[src/rtl/pipe_stage_skid_if.sv]
// Handshake bundle between stage n-1, the skid stage and stage n+1.
// The slave modport is the stage itself; master is its environment.
interface pipe_stage_skid_if #(
    parameter int unsigned DATA_W = 16,
    parameter int unsigned DEPTH  = 2
);
    localparam int unsigned CW = $clog2(DEPTH + 1);

    logic              i_flush;
    logic              i_internal_stall;
    logic [DATA_W-1:0] i_data;
    logic              i_valid;
    logic              o_stall;
    logic              o_current_ce;
    logic              i_stall;
    logic [DATA_W-1:0] o_data;
    logic              o_valid;
    logic [CW-1:0]     o_count;

    modport slave (
        input  i_flush, i_internal_stall, i_data, i_valid, i_stall,
        output o_stall, o_current_ce, o_data, o_valid, o_count
    );

    modport master (
        output i_flush, i_internal_stall, i_data, i_valid, i_stall,
        input  o_stall, o_current_ce, o_data, o_valid, o_count
    );
endinterface

[src/rtl/pipe_stage_skid.sv]
// Pipeline stage with per-word operation and a DEPTH-entry skid FIFO;
// the upstream stall is registered so there is no i_stall -> o_stall path.
module pipe_stage_skid #(
    parameter int unsigned DATA_W = 16,
    parameter int unsigned DEPTH  = 2,
    parameter int unsigned MODE   = 1,
    parameter int unsigned INC    = 1
) (
    input logic              i_clk,
    input logic              i_rst,
    pipe_stage_skid_if.slave bus
);
    localparam int unsigned CW = $clog2(DEPTH + 1);
    localparam int unsigned PW = $clog2(DEPTH);
    localparam logic [DATA_W-1:0] INC_W = DATA_W'(INC);

    logic [DATA_W-1:0] mem [DEPTH];
    logic [PW-1:0]     wptr;
    logic [PW-1:0]     rptr;
    logic [CW-1:0]     count;
    logic [CW-1:0]     count_next;
    logic              stall_q;
    logic              push;
    logic              pop;
    logic [DATA_W:0]   sum;
    logic [DATA_W-1:0] op_data;

    assign push = bus.i_valid && !stall_q && !bus.i_flush && !i_rst;
    assign pop  = bus.o_valid && !bus.i_stall;

    assign bus.o_valid      = (count != '0) && !bus.i_internal_stall;
    assign bus.o_data       = mem[rptr];
    assign bus.o_count      = count;
    assign bus.o_stall      = stall_q;
    assign bus.o_current_ce = push;

    always_comb begin
        sum = {1'b0, bus.i_data} + {1'b0, INC_W};
        op_data = bus.i_data;
        case (MODE)
            1:       op_data = sum[DATA_W-1:0];
            2:       op_data = sum[DATA_W] ? '1 : sum[DATA_W-1:0];
            default: op_data = bus.i_data;
        endcase
    end

    always_comb begin
        count_next = count;
        if (push && !pop)
            count_next = count + CW'(1);
        else if (pop && !push)
            count_next = count - CW'(1);
    end

    always_ff @(posedge i_clk) begin
        if (i_rst || bus.i_flush) begin
            wptr    <= '0;
            rptr    <= '0;
            count   <= '0;
            stall_q <= 1'b0;
            for (int unsigned i = 0; i < DEPTH; i++)
                mem[i] <= '0;
        end else begin
            if (push) begin
                mem[wptr] <= op_data;
                wptr <= (wptr == PW'(DEPTH - 1)) ? '0 : wptr + PW'(1);
            end
            if (pop)
                rptr <= (rptr == PW'(DEPTH - 1)) ? '0 : rptr + PW'(1);
            count   <= count_next;
            // Full next cycle is known now, so stall is a plain register.
            stall_q <= (count_next == CW'(DEPTH));
        end
    end
endmodule

[src/flat_wrapper.sv]
// flat-port wrapper written by rule: the top's interface ports become plain ports
module pipe_stage_skid_flat 
#(
    parameter int unsigned DATA_W = 16,
    parameter int unsigned DEPTH  = 2,
    parameter int unsigned MODE   = 1,
    parameter int unsigned INC    = 1
)
  (i_clk, i_rst, bus_i_flush, bus_i_internal_stall, bus_i_data, bus_i_valid, bus_i_stall, bus_o_stall, bus_o_current_ce, bus_o_data, bus_o_valid, bus_o_count);
  pipe_stage_skid_if #(.DATA_W(DATA_W), .DEPTH(DEPTH)) bus_i ();
  input logic i_clk;
  input logic i_rst;
  input wire logic [$bits(bus_i.i_flush)-1:0] bus_i_flush;
  input wire logic [$bits(bus_i.i_internal_stall)-1:0] bus_i_internal_stall;
  input wire logic [$bits(bus_i.i_data)-1:0] bus_i_data;
  input wire logic [$bits(bus_i.i_valid)-1:0] bus_i_valid;
  input wire logic [$bits(bus_i.i_stall)-1:0] bus_i_stall;
  output wire logic [$bits(bus_i.o_stall)-1:0] bus_o_stall;
  output wire logic [$bits(bus_i.o_current_ce)-1:0] bus_o_current_ce;
  output wire logic [$bits(bus_i.o_data)-1:0] bus_o_data;
  output wire logic [$bits(bus_i.o_valid)-1:0] bus_o_valid;
  output wire logic [$bits(bus_i.o_count)-1:0] bus_o_count;
  assign bus_i.i_flush = bus_i_flush;
  assign bus_i.i_internal_stall = bus_i_internal_stall;
  assign bus_i.i_data = bus_i_data;
  assign bus_i.i_valid = bus_i_valid;
  assign bus_i.i_stall = bus_i_stall;
  assign bus_o_stall = bus_i.o_stall;
  assign bus_o_current_ce = bus_i.o_current_ce;
  assign bus_o_data = bus_i.o_data;
  assign bus_o_valid = bus_i.o_valid;
  assign bus_o_count = bus_i.o_count;
  pipe_stage_skid #(.DATA_W(DATA_W), .DEPTH(DEPTH), .MODE(MODE), .INC(INC)) u_core (.i_clk(i_clk), .i_rst(i_rst), .bus(bus_i));
endmodule
[config.mk]
export PLATFORM = sky130hd
export DESIGN_NAME = pipe_stage_skid_flat
export DESIGN_NICKNAME = d
export VERILOG_FILES = /design/src/rtl/pipe_stage_skid_if.sv /design/src/rtl/pipe_stage_skid.sv /design/src/flat_wrapper.sv
export SDC_FILE = /design/constraint.sdc
export NUM_CORES = 1
export LEC_CHECK = 0
export ABC_CLOCK_PERIOD_IN_PS = 7800
export CAP_MARGIN = 0
export CORE_MARGIN = 5
export CORE_UTILIZATION = 45
export DETAILED_ROUTE_END_ITERATION = 8
export PLACE_DENSITY_LB_ADDON = 0.15
export SKIP_CTS_REPAIR_TIMING = 1
export SYNTH_ARGS = -nofsm -noshare
export SYNTH_HDL_FRONTEND = slang
export SYNTH_SLANG_ARGS = --single-unit
[constraint.sdc]
create_clock -name i_clk -period 7.8 [get_ports i_clk]
set_input_delay 2.34 -clock i_clk [delete_from_list [all_inputs] [get_ports i_clk]]
set_output_delay 2.34 -clock i_clk [all_outputs]
set_load 0.02 [all_outputs]
Word-level counts from Yosys, hierarchy flattened
Memories as Yosys holds them, arrays and structs flattened. A register that Yosys moved wholly into a read port is not among the register bits.
Index checks and enable logic that the tools add are counted.
W data, S select, Z words.
Word-level totals
  memories kept: 1
  word-level logic and storage cells: 42
  output and inout port bits: 21
  bits of input ports: 22
  memory bits (writable): 32
  flip-flop bits (word level): 5
Cells by class
  $add $sub $neg: 5
  equality and inequality tests: 1
  multiplexer cells: 14
  reductions and logical operators: 17
Memories
  u_core.mem: words 2, bits a word 16, read ports 1, clocked after Yosys merged registers in 1, wr ports 2, line pipe_stage_skid.sv:17  | logic [DATA_W-1:0] mem [DEPTH];
Operators by type and width (count)
  $add A16 B1 Y16 const B: 1
  $mux W16: 1
  $reduce_or A16 Y1: 1
  $mux W1: 11
  $logic_and A1 B1 Y1: 7
  $logic_not A1 Y1: 7
  $mux W2: 2
  $add A1 B1 Y1 const B: 2
  $add A2 B1 Y2 const B: 1
  $eq A2 B2 Y1 const B: 1
  $reduce_bool A2 Y1: 1
  $sub A2 B1 Y2 const B: 1
  $logic_or A1 B1 Y1: 1

Longest topological paths before layout
  word-level depth: 9
  mapped depth: 6

Worst setup path after synthesis
OpenSTA, ideal clock, no wires.
  path kind: input to output
  from: input port bus_i_flush
  to: output port bus_o_current_ce
  data arrival time: 3.287 ns
  path slack: 2.173 ns
  stages: 4
  cell sequence: or4b_4 > buf_6 > inv_2 > buf_2
On the way
  cells in the longest elaborated chain, start to end: 3
RTL lines
  from (decl): line flat_wrapper.sv:13  | input wire logic [$bits(bus_i.i_flush)-1:0] bus_i_flush;
  $logic_not A1 Y1: line pipe_stage_skid.sv:28  | assign push = bus.i_valid && !stall_q && !bus.i_flush && !i_rst;
  $logic_and A1 B1 Y1 (2 in series): line pipe_stage_skid.sv:28
  to (decl): line flat_wrapper.sv:19  | output wire logic [$bits(bus_i.o_current_ce)-1:0] bus_o_current_ce;
No other way between the ends.

Worst setup path in the final report
Same ends and word-level chain as after synthesis.

==> results.sh <==
export IMPL_num_antenna_cells=0
export IMPL_worst_path_largest_cell_delay_ns=0.66
export IMPL_grt_max_degree=19
export IMPL_final_worst_path_period_need_ns=6.67
export IMPL_report_power_total_uw=423
export IMPL_reg2reg_depth=4
export IMPL_worst_r2r_endpoint="u_core.mem[0][15]$_SDFFCE_PN0P_"
export IMPL_routed_via_density=5.81
export IMPL_slowest_stage="sky130_fd_sc_hd__clkdlybuf4s50_1"
export IMPL_cp_buffers_inverters=3
export IMPL_worst_r2r_startpoint="u_core.bus.o_stall$_SDFF_PP0_"
export IMPL_crit_chain="clkdlybuf4s50_1 > or4b_4 > inv_2 > clkdlybuf4s50_1"
export IMPL_final_report_setup_violation_count=0
export IMPL_cp_common_cell="sky130_fd_sc_hd__clkdlybuf4s50_1"
export IMPL_finish_instance_area_sq_um=2590
export IMPL_timing_hold_violations_final=0
export IMPL_area_used_by_sequential_logic_in_the_layout_sq_um=1080
export IMPL_critical_path_startpoint_type="input port"
export IMPL_critical_path_required_time_ns=5.46
export IMPL_synthDistinctLibCells=34
export IMPL_unrepaired_setup_endpoints_after_global_routing="false"
export IMPL_insertion_delay_ns=0.28
export IMPL_drt_first_iter_violations=111
export IMPL_cpLargestDelayFamily="buffers and inverters"
export IMPL_timing_clock_skew_ns=0.00664
export IMPL_ys_flop_type="sky130_fd_sc_hd__edfxtp_1"
export IMPL_postSynthRegisterBits=38
export IMPL_die_area_sq_um=6110
export IMPL_port_buffer_count=42
export IMPL_setup_worst_path_end_class="output port"
export IMPL_dpl_cell_count=272
export IMPL_num_fill_cells=378
export IMPL_fp_coreArea_sq_um=4440
export IMPL_routed_wire_length_per_instance_um=16.8
export IMPL_final_max_slew_violation_count=0
export IMPL_critical_path_max_fanout=18
export IMPL_drt_antenna_violating_nets=0
export IMPL_yosysWarnings=0
export IMPL_grt_pass1_vias=1678
export IMPL_grtUsageTotal=0.166
export IMPL_asyncSetResetFlopFracSynth=0
export IMPL_post_synth_cell_area_avg_sq_um=11.0
export IMPL_route_vias_total=1620
export IMPL_post_layout_nonfiller_instances=279
export IMPL_cts_max_level=2
export IMPL_routabilityCongestion=0.801
export IMPL_hold_path_startpoint="u_core.rptr$_SDFFE_PP0P_"
export IMPL_drt_drc_violations_left=0
export IMPL_antenna_found_initial=0
export IMPL_drive_gt1_frac=0.132
export IMPL_synth_sequential_area_ratio=0.517
export IMPL_cp_data_arrival_time_ns=4.33
export IMPL_worst_setup_hold_path_clk_slew_ns=0.06
export IMPL_dieHeight_um=78.1
export IMPL_initial_core_util=0.470
export IMPL_finalCritPeriodShare=0.855
export IMPL_worstHoldPathCells=2
export IMPL_synth_area_sq_um=2090
export IMPL_timing_max_slew_rel_slack=0.487
export IMPL_netlist_instances=190
export IMPL_run_status="completed"
export IMPL_peak_supply_drop_v=0.0000719
export IMPL_clock_fmax_mhz=150
export IMPL_dp_hpwl_um=3280
export IMPL_wl_um=4680
export IMPL_grt_overflow_total=0
export IMPL_powerDensity_nw_per_um2=163
export IMPL_cts_root_to_sink_buffers=2
export IMPL_die_width_um=78.1
export IMPL_power_leakage_uw=0.000867
export IMPL_synth_fp_nets=214
export IMPL_clock_tree_from_tritoncts="built"
export IMPL_grt_first_pass_wirelength_um=8030
export IMPL_synth_to_final_area_change_pct=23.9
export IMPL_io_pin_count=43
export IMPL_root_buffer="sky130_fd_sc_hd__clkbuf_8"
export IMPL_detailed_place_area_sq_um=2510
export IMPL_finalNetCount=251
export IMPL_max_cap_violations=0
export IMPL_critPathLaunch="bus_i_flush"
export IMPL_worst_slew_pin_transition_ns=0.768
export IMPL_reg2reg_setup_slack_ns=5.15
export IMPL_std_cell_rows=24
export IMPL_tritoncts_num_buffers=5
export IMPL_combined_area_of_the_multi_input_logic_cells_sq_um=923
export IMPL_hold_path_class="flop to flop"
export IMPL_detailedRoute_firstPassIterationCount=4
export IMPL_setup_worst_path_class="input port to output port"
export IMPL_synth_edf_count=32
export IMPL_clock_sinks=38
export IMPL_total_negative_setup_slack_ns=0
## cell type report
cell class | count | area share
Clock buffer | 7 | 0.0295
Inverter | 6 | 0.00870
Multi-Input combinational cell | 134 | 0.357
Sequential cell | 38 | 0.418
Tap cell | 52 | 0.0251
Timing Repair Buffer | 42 | 0.162
## cells in the final DEF (no fill, tap or decap), types with 6 or more instances in the layout
cell and n:
sky130_fd_sc_hd__mux2_2 16, sky130_fd_sc_hd__a21oi_1 13, sky130_fd_sc_hd__nand3_1 19, sky130_fd_sc_hd__mux2i_1 11, sky130_fd_sc_hd__clkdlybuf4s50_1 42, sky130_fd_sc_hd__dfxtp_1 6, sky130_fd_sc_hd__nor2_1 16, sky130_fd_sc_hd__or3_1 14
sky130_fd_sc_hd__nand2_1 10, sky130_fd_sc_hd__edfxtp_1 32
## registers in the layout (all words and copies together) (netlist names), named ones only
signal and flops:
u_core.mem 32, u_core.bus.o_count 2, u_core.bus.o_stall 1, u_core.rptr 1, u_core.wptr 1
## worst reg2reg max path, cell delays in order (launching register included)
cell	delay [ns]
sky130_fd_sc_hd__dfxtp_1	0.32
sky130_fd_sc_hd__or4b_4	0.65
sky130_fd_sc_hd__inv_2	0.25
sky130_fd_sc_hd__nand2_1	0.36
sky130_fd_sc_hd__nand2_1	0.71
## worst max-delay path by stage
| stage | to | slack, ns | depth (start not counted) |
|---|---|---|---|
| final | bus_o_current_ce | 1.13 | 4 |
| after global routing | bus_o_current_ce | 1.08 | 4 |
| after CTS | bus_o_current_ce | 1.14 | 4 |
| after floorplan | bus_o_current_ce | 2.17 | 4 |
| after global placement | bus_o_current_ce | 1.19 | 4 |
| after detailed placement | bus_o_current_ce | 1.15 | 4 |
## synth_stat cells, drive strengths merged (3+ instances only)
cell | n | area share
clkbuf | 7 | 0.013
nor2 | 16 | 0.029
nor4 | 4 | 0.018
mux2 | 17 | 0.092
xnor2 | 3 | 0.013
edfxtp | 32 | 0.46
nand4 | 4 | 0.012
or3 | 14 | 0.042
dfxtp | 6 | 0.057
nor3 | 3 | 0.0096
a21oi | 13 | 0.031
nand2 | 10 | 0.018
nand3 | 19 | 0.046
buf | 5 | 0.017
o21ai | 5 | 0.012
mux2i | 11 | 0.053
or4 | 3 | 0.013
inv | 6 | 0.011
## stage by stage
stage / hold slack (ns) / util / setup slack (ns)
4_1_cts: 0.548 / 0.582 / 1.14
6_report: 0.536 / 0.582 / 1.13
2_1_floorplan: 0.481 / - / 2.17
3_5_place_dp: 0.528 / 0.565 / 1.15
5_1_grt: 0.566 / 0.582 / 1.08
3_3_place_gp: 0.498 / 0.565 / 1.19
## power breakdown
| part | switching [uW] | total (uW) | internal (uW) | leakage (uW) |
|---|---|---|---|---|
| registers | 3.18 | 233 | 230 | 0.000406 |
| logic | 33.8 | 63.7 | 30.0 | 0.000423 |
| clock network | 64.8 | 126 | 61.6 | 0.0000383 |
| total | 102 | 423 | 321 | 0.000867 |
## routing by layer
layer | vias to the layer above | part of all wire | track usage
met1 | 785 | 0.42 | 0.194
met5 | - | 0 | 0
li1 | 783 | - | -
met2 | 47 | 0.51 | 0.289
met4 | 0 | 0.011 | 0.0629
met3 | 5 | 0.059 | 0.0469
## cell families after synthesis
group	after synthesis	synth area share
muxes	28	0.144
adders and majority gates	3	0.0174
buffers and inverters	18	0.0407
DFF	38	0.517
xor gates and xnor gates	5	0.0210
and+or+nand+nor	76	0.199
AOI/OAI and AO/OA	22	0.0605
Power figures use the tool's default switching activity.
